<file path="src/rtl/corr_pkg.sv">
// Shared definitions for the multi-channel correlator: controller states and width helper.
package corr_pkg;

  typedef enum logic [2:0] {
    StIdle,
    StAccum,
    StDrain,
    StCompare,
    StDone
  } corr_state_e;

  // Ceiling log2; returns 0 for inputs of 0 or 1.
  function automatic int unsigned clog2(input int unsigned v);
    int unsigned r;
    int unsigned x;
    r = 0;
    x = (v > 0) ? v - 1 : 0;
    while (x != 0) begin
      r = r + 1;
      x = x >> 1;
    end
    return r;
  endfunction

endpackage

</file>
<file path="src/rtl/corr_lane.sv">
// One correlation channel: signed MAC into a wide accumulator, plus the running best-lag tracker.
module corr_lane
  import corr_pkg::*;
#(
  parameter int unsigned DATA_W = 16,
  parameter int unsigned ACC_W  = 36,
  parameter int unsigned LAG_W  = 3
) (
  input  logic                     clk,
  input  logic                     reset,
  input  logic                     clear_i,
  input  logic                     prod_valid_i,
  input  logic                     compare_i,
  input  logic                     commit_i,
  input  logic [LAG_W-1:0]         lag_i,
  input  logic signed [DATA_W-1:0] ref_data_i,
  input  logic signed [DATA_W-1:0] oth_data_i,
  output logic [LAG_W-1:0]         best_lag_o,
  output logic signed [ACC_W-1:0]  best_sum_o
);

  localparam logic signed [ACC_W-1:0] AccMin = {1'b1, {(ACC_W-1){1'b0}}};

  logic signed [2*DATA_W-1:0] prod;
  logic signed [ACC_W-1:0]    prod_ext;
  logic signed [ACC_W-1:0]    acc_q, acc_d;
  logic signed [ACC_W-1:0]    best_q, best_d;
  logic [LAG_W-1:0]           blag_q, blag_d;
  logic signed [ACC_W-1:0]    best_sum_q, best_sum_d;
  logic [LAG_W-1:0]           best_lag_q, best_lag_d;

  assign prod     = ref_data_i * oth_data_i;
  assign prod_ext = {{(ACC_W-2*DATA_W){prod[2*DATA_W-1]}}, prod};

  // Next-state: accumulate, strict-greater best update (ties keep the earlier lag), publish.
  always_comb begin
    acc_d      = acc_q;
    best_d     = best_q;
    blag_d     = blag_q;
    best_sum_d = best_sum_q;
    best_lag_d = best_lag_q;
    if (clear_i) begin
      acc_d  = '0;
      best_d = AccMin;
      blag_d = '0;
    end else if (compare_i) begin
      acc_d = '0;
      if (acc_q > best_q) begin
        best_d = acc_q;
        blag_d = lag_i;
      end
    end else if (prod_valid_i) begin
      acc_d = acc_q + prod_ext;
    end
    if (commit_i) begin
      best_sum_d = best_q;
      best_lag_d = blag_q;
    end
  end

  // Lane state registers with synchronous reset.
  always_ff @(posedge clk) begin
    if (reset) begin
      acc_q      <= '0;
      best_q     <= '0;
      blag_q     <= '0;
      best_sum_q <= '0;
      best_lag_q <= '0;
    end else begin
      acc_q      <= acc_d;
      best_q     <= best_d;
      blag_q     <= blag_d;
      best_sum_q <= best_sum_d;
      best_lag_q <= best_lag_d;
    end
  end

  assign best_lag_o = best_lag_q;
  assign best_sum_o = best_sum_q;

endmodule

</file>
<file path="src/rtl/multi_correlator.sv">
// Correlates NUM_OTHERS channels against a reference over lags 0..2*MAX_DEV and reports the
// best lag and sum per channel. The controller walks the lags; each lane does the arithmetic.
module multi_correlator
  import corr_pkg::*;
#(
  parameter int unsigned NUM_OTHERS = 2,
  parameter int unsigned DATA_W     = 16,
  parameter int unsigned WINDOW     = 150,
  parameter int unsigned MAX_DEV    = 30,
  localparam int unsigned ADDR_W    = clog2(WINDOW + 2*MAX_DEV + 1),
  localparam int unsigned LAG_W     = clog2(2*MAX_DEV + 1),
  localparam int unsigned ACC_W     = 2*DATA_W + clog2(WINDOW + 1)
) (
  input  logic                         clk,
  input  logic                         reset,
  input  logic                         start_i,
  input  logic                         abort_i,
  output logic [ADDR_W-1:0]            ref_addr_o,
  output logic [ADDR_W-1:0]            other_addr_o,
  input  logic [DATA_W-1:0]            ref_data_i,
  input  logic [NUM_OTHERS*DATA_W-1:0] other_data_i,
  output logic                         busy_o,
  output logic                         done_o,
  output logic                         result_valid_o,
  output logic [NUM_OTHERS*LAG_W-1:0]  best_lag_o,
  output logic [NUM_OTHERS*ACC_W-1:0]  best_sum_o
);

  corr_state_e       state_q, state_d;
  logic [ADDR_W-1:0] win_q, win_d;
  logic [LAG_W-1:0]  lag_q, lag_d;
  logic              pv_q, pv_d;
  logic              done_q, done_d;
  logic              rv_q, rv_d;
  logic [ADDR_W-1:0] ref_addr_q, other_addr_q;
  logic              clear, compare, commit;

  // Controller next-state and per-cycle strobes to the lanes.
  always_comb begin
    state_d = state_q;
    win_d   = win_q;
    lag_d   = lag_q;
    pv_d    = 1'b0;
    done_d  = 1'b0;
    rv_d    = rv_q;
    clear   = 1'b0;
    compare = 1'b0;
    commit  = 1'b0;
    unique case (state_q)
      StIdle: begin
        if (start_i && !abort_i) begin
          state_d = StAccum;
          win_d   = '0;
          lag_d   = '0;
          rv_d    = 1'b0;
          clear   = 1'b1;
        end
      end
      StAccum: begin
        if (abort_i) begin
          state_d = StIdle;
        end else begin
          pv_d = 1'b1;
          if (win_q == ADDR_W'(WINDOW - 1)) begin
            state_d = StDrain;
            win_d   = '0;
          end else begin
            win_d = win_q + 1'b1;
          end
        end
      end
      StDrain: begin
        state_d = abort_i ? StIdle : StCompare;
      end
      StCompare: begin
        if (abort_i) begin
          state_d = StIdle;
        end else begin
          compare = 1'b1;
          win_d   = '0;
          if (lag_q == LAG_W'(2*MAX_DEV)) begin
            state_d = StDone;
          end else begin
            state_d = StAccum;
            lag_d   = lag_q + 1'b1;
          end
        end
      end
      StDone: begin
        state_d = StIdle;
        if (!abort_i) begin
          commit = 1'b1;
          done_d = 1'b1;
          rv_d   = 1'b1;
        end
      end
      default: state_d = StIdle;
    endcase
  end

  // Addresses are live only in ACCUM and otherwise hold their last driven value.
  always_comb begin
    ref_addr_o   = ref_addr_q;
    other_addr_o = other_addr_q;
    if (state_q == StAccum) begin
      ref_addr_o   = win_q + ADDR_W'(MAX_DEV);
      other_addr_o = win_q + ADDR_W'(lag_q);
    end
  end

  // Controller registers with synchronous reset.
  always_ff @(posedge clk) begin
    if (reset) begin
      state_q      <= StIdle;
      win_q        <= '0;
      lag_q        <= '0;
      pv_q         <= 1'b0;
      done_q       <= 1'b0;
      rv_q         <= 1'b0;
      ref_addr_q   <= '0;
      other_addr_q <= '0;
    end else begin
      state_q      <= state_d;
      win_q        <= win_d;
      lag_q        <= lag_d;
      pv_q         <= pv_d;
      done_q       <= done_d;
      rv_q         <= rv_d;
      ref_addr_q   <= ref_addr_o;
      other_addr_q <= other_addr_o;
    end
  end

  assign busy_o         = (state_q != StIdle);
  assign done_o         = done_q;
  assign result_valid_o = rv_q;

  for (genvar g = 0; g < NUM_OTHERS; g++) begin : g_lane
    corr_lane #(
      .DATA_W(DATA_W),
      .ACC_W (ACC_W),
      .LAG_W (LAG_W)
    ) u_lane (
      .clk         (clk),
      .reset       (reset),
      .clear_i     (clear),
      .prod_valid_i(pv_q),
      .compare_i   (compare),
      .commit_i    (commit),
      .lag_i       (lag_q),
      .ref_data_i  (ref_data_i),
      .oth_data_i  (other_data_i[g*DATA_W +: DATA_W]),
      .best_lag_o  (best_lag_o[g*LAG_W +: LAG_W]),
      .best_sum_o  (best_sum_o[g*ACC_W +: ACC_W])
    );
  end

endmodule

</file>
<file path="config.mk">
export PLATFORM = sky130hd
export DESIGN_NAME = multi_correlator
export DESIGN_NICKNAME = d
export VERILOG_FILES = /design/src/rtl/corr_pkg.sv /design/src/rtl/corr_lane.sv /design/src/rtl/multi_correlator.sv
export SDC_FILE = /design/constraint.sdc
export NUM_CORES = 2
export LEC_CHECK = 0
export CORE_MARGIN = 2
export CORE_UTILIZATION = 60
export DETAILED_ROUTE_END_ITERATION = 7
export GPL_TIMING_DRIVEN = 0
export PLACE_DENSITY = 0.87
export SLEW_MARGIN = 20
export SYNTH_ARGS = -nofsm -noshare
export SYNTH_HDL_FRONTEND = slang
export SYNTH_SLANG_ARGS = --single-unit
</file>
<file path="constraint.sdc">
create_clock -name clk -period 17.8 [get_ports clk]
set_input_delay 3.56 -clock clk [delete_from_list [all_inputs] [get_ports clk]]
set_output_delay 3.56 -clock clk [all_outputs]
set_load 0.005 [all_outputs]
</file>
After elaboration in Yosys (flattened, before gate mapping)

Index checks and enable logic that the tools add are counted.

Register bits: 300
Input port bits: 52
Logic and storage cells: 96

Add/sub/neg operators: 6
Multiply operators: 2
Order comparisons: 2
Equal/unequal tests: 12
Muxes and demuxes: 32
Bitwise gates (word level): 1
Reductions and logical operators: 21

Operators with widths:

| kind                | count |
|---|---|
| $mux 40             | 6 |
| $add 40x32->40      | 2 |
| $gt 40x40->1        | 2 |
| $mul 16x16->32      | 2 |
| $mux 8              | 6 |
| $pmux 8 s3          | 1 |
| $mux 6              | 3 |
| $mux 3              | 5 |
| $pmux 3 s4          | 1 |
| $pmux 6 s2          | 1 |
| $ne 2x2->1 const B  | 5 |
| $reduce_and 2->1    | 5 |
| $reduce_bool 2->1   | 5 |
| $add 8x1->8 const B | 1 |
| $add 8x5->8 const B | 1 |
| $add 8x6->8         | 1 |
| $eq 8x8->1 const B  | 1 |
| $reduce_and 4->1    | 2 |
| $mux 1              | 7 |
| $add 6x1->6 const B | 1 |
| $eq 3x2->1 const B  | 2 |
| $eq 6x6->1 const B  | 1 |
| $reduce_bool 3->1   | 2 |
| $reduce_or 2->1     | 2 |
| 11 further kinds    | 11 |

Logic depth before layout (Yosys ltp)

Depth in word-level cells: 6
Mapped depth: 26
Mapped depth without buffers: 24

By module

A second synthesis with hierarchy kept.

Cell total of the unflattened synthesis: 4150
Area total of the unflattened synthesis: 38316.7 um^2

By module, submodules not included:

| module                        | instances | cells each | area an instance (um^2) | seq. area each (um^2) |
|---|---|---|---|---|
| corr_lane at g_lane[0].u_lane | 1         | 1966       | 18198.7                 | 2642.5 |
| corr_lane at g_lane[1].u_lane | 1         | 1930       | 17957.2                 | 2642.5 |
| multi_correlator              | 1         | 254        | 2160.8                  | 720.7 |

Worst setup path before layout

No wires, ideal clock.

Path type: input to register
Start: input port ref_data_i[15]
End: register g_lane[0].u_lane.acc_q[39]
Arrival: 9.634 ns
Data required time: 17.676 ns
Slack: 8.042 ns
Cell stages on the path: 24
Path buffers: 2
Path through: clkbuf_1 clkbuf_1 nand2_1 inv_1 fa_1 fa_1 inv_1 fa_1 inv_1 fa_1 fa_1 inv_1 fa_1 inv_1 ha_1 a2111oi_2 o21ai_0 a31o_2 a21o_1 and2_1 o21ai_0 o31ai_1 mux2i_1 nand3_1

Cells in the longest elaborated chain, start to end: 2

Ends and longest elaborated chain:

| what                   | line                   | RTL |
|---|---|---|
| start: declaration     | multi_correlator.sv:20 | `input logic [DATA_W-1:0] ref_data_i,` |
| $mul 16x16->32         | corr_lane.sv:32        | `assign prod = ref_data_i * oth_data_i;` |
| $add 40x32->40         | corr_lane.sv:53        | `acc_d = acc_q + prod_ext;` |
| end signal: assignment | corr_lane.sv:64        | `acc_q <= '0;` |
| end signal: assignment | corr_lane.sv:70        | `acc_q <= acc_d;` |
| end: declaration       | corr_lane.sv:26        | `logic signed [ACC_W-1:0] acc_q, acc_d;` |

Every way passes these cells.
A chain may end at the register's enable or synchronous reset.

Final worst setup path

Start: input port ref_data_i[15]
End: register g_lane[0].u_lane.acc_q[35]

The elaborated chain is that of the path after synthesis.

==> results_dict.tcl <==
set metrics [dict create \
    htreeDepth 1 \
    grt_pass1_vias 32600 \
    yosysSeqAreaShare_pct 15.9 \
    utilization_pct 66.4 \
    rsz0062_at_grt "false" \
    finalNonFillerCells 5348 \
    crit_path_max_incr_delay_ns 0.88 \
    path_class "in -> reg" \
    async_flop_share_pct 0 \
    synth_edf_count 0 \
    multi_input_area_um2 27800 \
    final_nets 5508 \
    min_period_over_period_pct 68.0 \
    max_cap_viol_count 0 \
    ys_seq_elements 300 \
    clock_latency_ns 0.60 \
    fin_ws_ns 5.70 \
    dieArea_um2 65200 \
    cts-root-buf "clkbuf_16" \
    slowest_stage "clkdlybuf4s50_1" \
    grt.overflow.total 0 \
    start_kind "primary input" \
    fin_crit_ns 12.10 \
    clkTransAtPathRegs_ns 0.07 \
    synth_ff_type "dfxtp_1" \
    synth.cell_area_um2 37900 \
    ant_nets 0 \
    fill_cells 4846 \
    grt_usage_pct 34.7 \
    drc 0 \
    drt_pass1_iterations 6 \
    slew_violations 0 \
    end_kind "flop" \
    synth_top_cell_by_area "fa_1" \
    final-hold-violation-count 0 \
    drive_above_1_share_pct 2.14 \
    tightestPinTransition_ns 1.18 \
    ff_latch_area_um2 6010 \
    avgSynthCellArea_um2 8.85 \
    finalSetupViolations 0 \
    drt-wirelength-per-cell_um 20.6 \
    numCtsBuffers 30 \
    hold_path.class "reg -> reg" \
    drtIter0Drc 2915 \
    fmax_ghz 0.0827 \
    synth_common_cells "inv_1 (878), fa_1 (661), nand2_1 (529)" \
    grt_pass1_wl_mm 174 \
    hold_buffers 0 \
    die_height_um 255 \
    io_pins 163 \
    clkSinkCount 300 \
    cts_setup_buffers 0 \
    syn2layout_area_growth_pct 9.91 \
    skew_ns 0.0318 \
    start_util_pct 60.4 \
    synthCells 4280 \
    slew_headroom_pct 21.2 \
    die_w_um 255 \
    via_count 31100 \
    hpwl_mm 89.9 \
    arrival_ns 12.53 \
    grt_max_degree 24 \
    port_buffers 161 \
    synth_area_leaders "fa_1 (35%), dfxtp_1 (16%), ha_1 (11%)" \
    path_max_fanout 10 \
    drt_wl_total_mm 110 \
    viasPerCell 5.81 \
    core_um2 62700 \
    yosysMostFrequentCell "inv_1" \
    cts_tree "done" \
    num_rows 92 \
    synth_top_area_share_pct 34.9 \
    cts-resized-gates 0 \
    placed_cells 5287 \
    fin_tns_setup_ns 0 \
    ys_warn_count 0 \
    status "completed" \
    crit_required_ns 18.23 \
    ys_types 71 \
    syn-num-nets 5315 \
    antenna_found_initial 12 \
    place.gp.congestion 0.972 \
    max-clock-path-buffers 3 \
    preCtsSetupSlack_ns 5.54 \
]
==> layout by cell type (no fill, tap or decap), types with 35 or more instances in the layout <==
cell / count
inv_1: 878
and2_1: 235
o21ai_0: 113
a21o_1: 56
a21oi_1: 257
mux2i_1: 94
clkdlybuf4s50_1: 161
nor2_1: 193
fa_1: 659
xnor2_1: 48
clkbuf_1: 169
dfxtp_1: 300
nand2_1: 529
ha_1: 322
nor2b_1: 35
nand3_1: 85
==> metrics by stage <==
| step | instance area, µm² | hold slack (ns) |
|---|---|---|
| floorplan | 37900 | 0.428 |
| global placement | 40600 | 0.437 |
| detailed placement | 40600 | 0.445 |
| CTS | 41600 | 0.455 |
| global route | 41600 | 0.476 |
| finish | 41600 | 0.453 |
==> worst max-delay path, delay by kind of cell <==
| kind | cells | cell delay [ns] |
|---|---|---|
| simple gates | 3 | 0.62 |
| compound gates | 6 | 1.89 |
| fa+ha+maj | 7 | 3.47 |
| buf+inv | 8 | 2.72 |
| xor+xnor | 1 | 0.23 |
==> state kept, by name (all words and copies together), names as in the netlist <==
name,count
pv_q,1
result_valid_o,1
g_lane.u_lane.acc_q,80
g_lane.u_lane.best_q,80
win_q,8
g_lane.u_lane.best_sum_o,80
lag_q,6
done_o,1
state_q,3
other_addr_q,8
g_lane.u_lane.blag_q,12
g_lane.u_lane.best_lag_o,12
ref_addr_q,8
==> layout make-up <==
type | count | share of cell area [%]
Tap cell | 846 | 2.54
Clock inverter | 19 | 0.601
Timing Repair Buffer | 161 | 3.87
Sequential cell | 300 | 14.4
Clock buffer | 36 | 1.95
Multi-Input combinational cell | 2914 | 66.8
Antenna cell | 6 | 0.0361
Inverter | 878 | 7.91
Buffer | 188 | 1.84
==> path summary, 6_finish.rpt <==
check,cells past startpoint,to,slack [ns],from
setup / recovery,25,g_lane[0].u_lane.acc_q[35],5.70,ref_data_i[15]
hold / removal,2,g_lane[1].u_lane.best_lag_o[4],0.45,g_lane[1].u_lane.best_lag_o[4]
hold reg to reg,2,g_lane[1].u_lane.best_lag_o[4],0.45,g_lane[1].u_lane.best_lag_o[4]
setup reg to reg,19,g_lane[0].u_lane.acc_q[39],11.58,g_lane[0].u_lane.acc_q[15]
==> logic make-up after synthesis <==
| kind of cell | share of synthesized area [%] |
|---|---|
| compound gates | 8.35 |
| xor+xnor | 1.87 |
| fa+ha+maj | 45.6 |
| buf+inv | 10.7 |
| flops | 15.9 |
| mux | 2.66 |
| simple gates | 15.0 |
==> routing by layer <==
| layer | vias up | global-route usage, % | share of wire, % |
|---|---|---|---|
| li1 | 13600 | - | - |
| met1 | 15300 | 42.0 | 36 |
| met2 | 1623 | 58.1 | 48 |
| met3 | 479 | 6.86 | 9.5 |
| met4 | 10 | 19.7 | 6.8 |
| met5 | - | 0 | 0.060 |
Power is not shown: default switching activity piles up to over one toggle a cycle in this logic, so the estimate is an artifact.
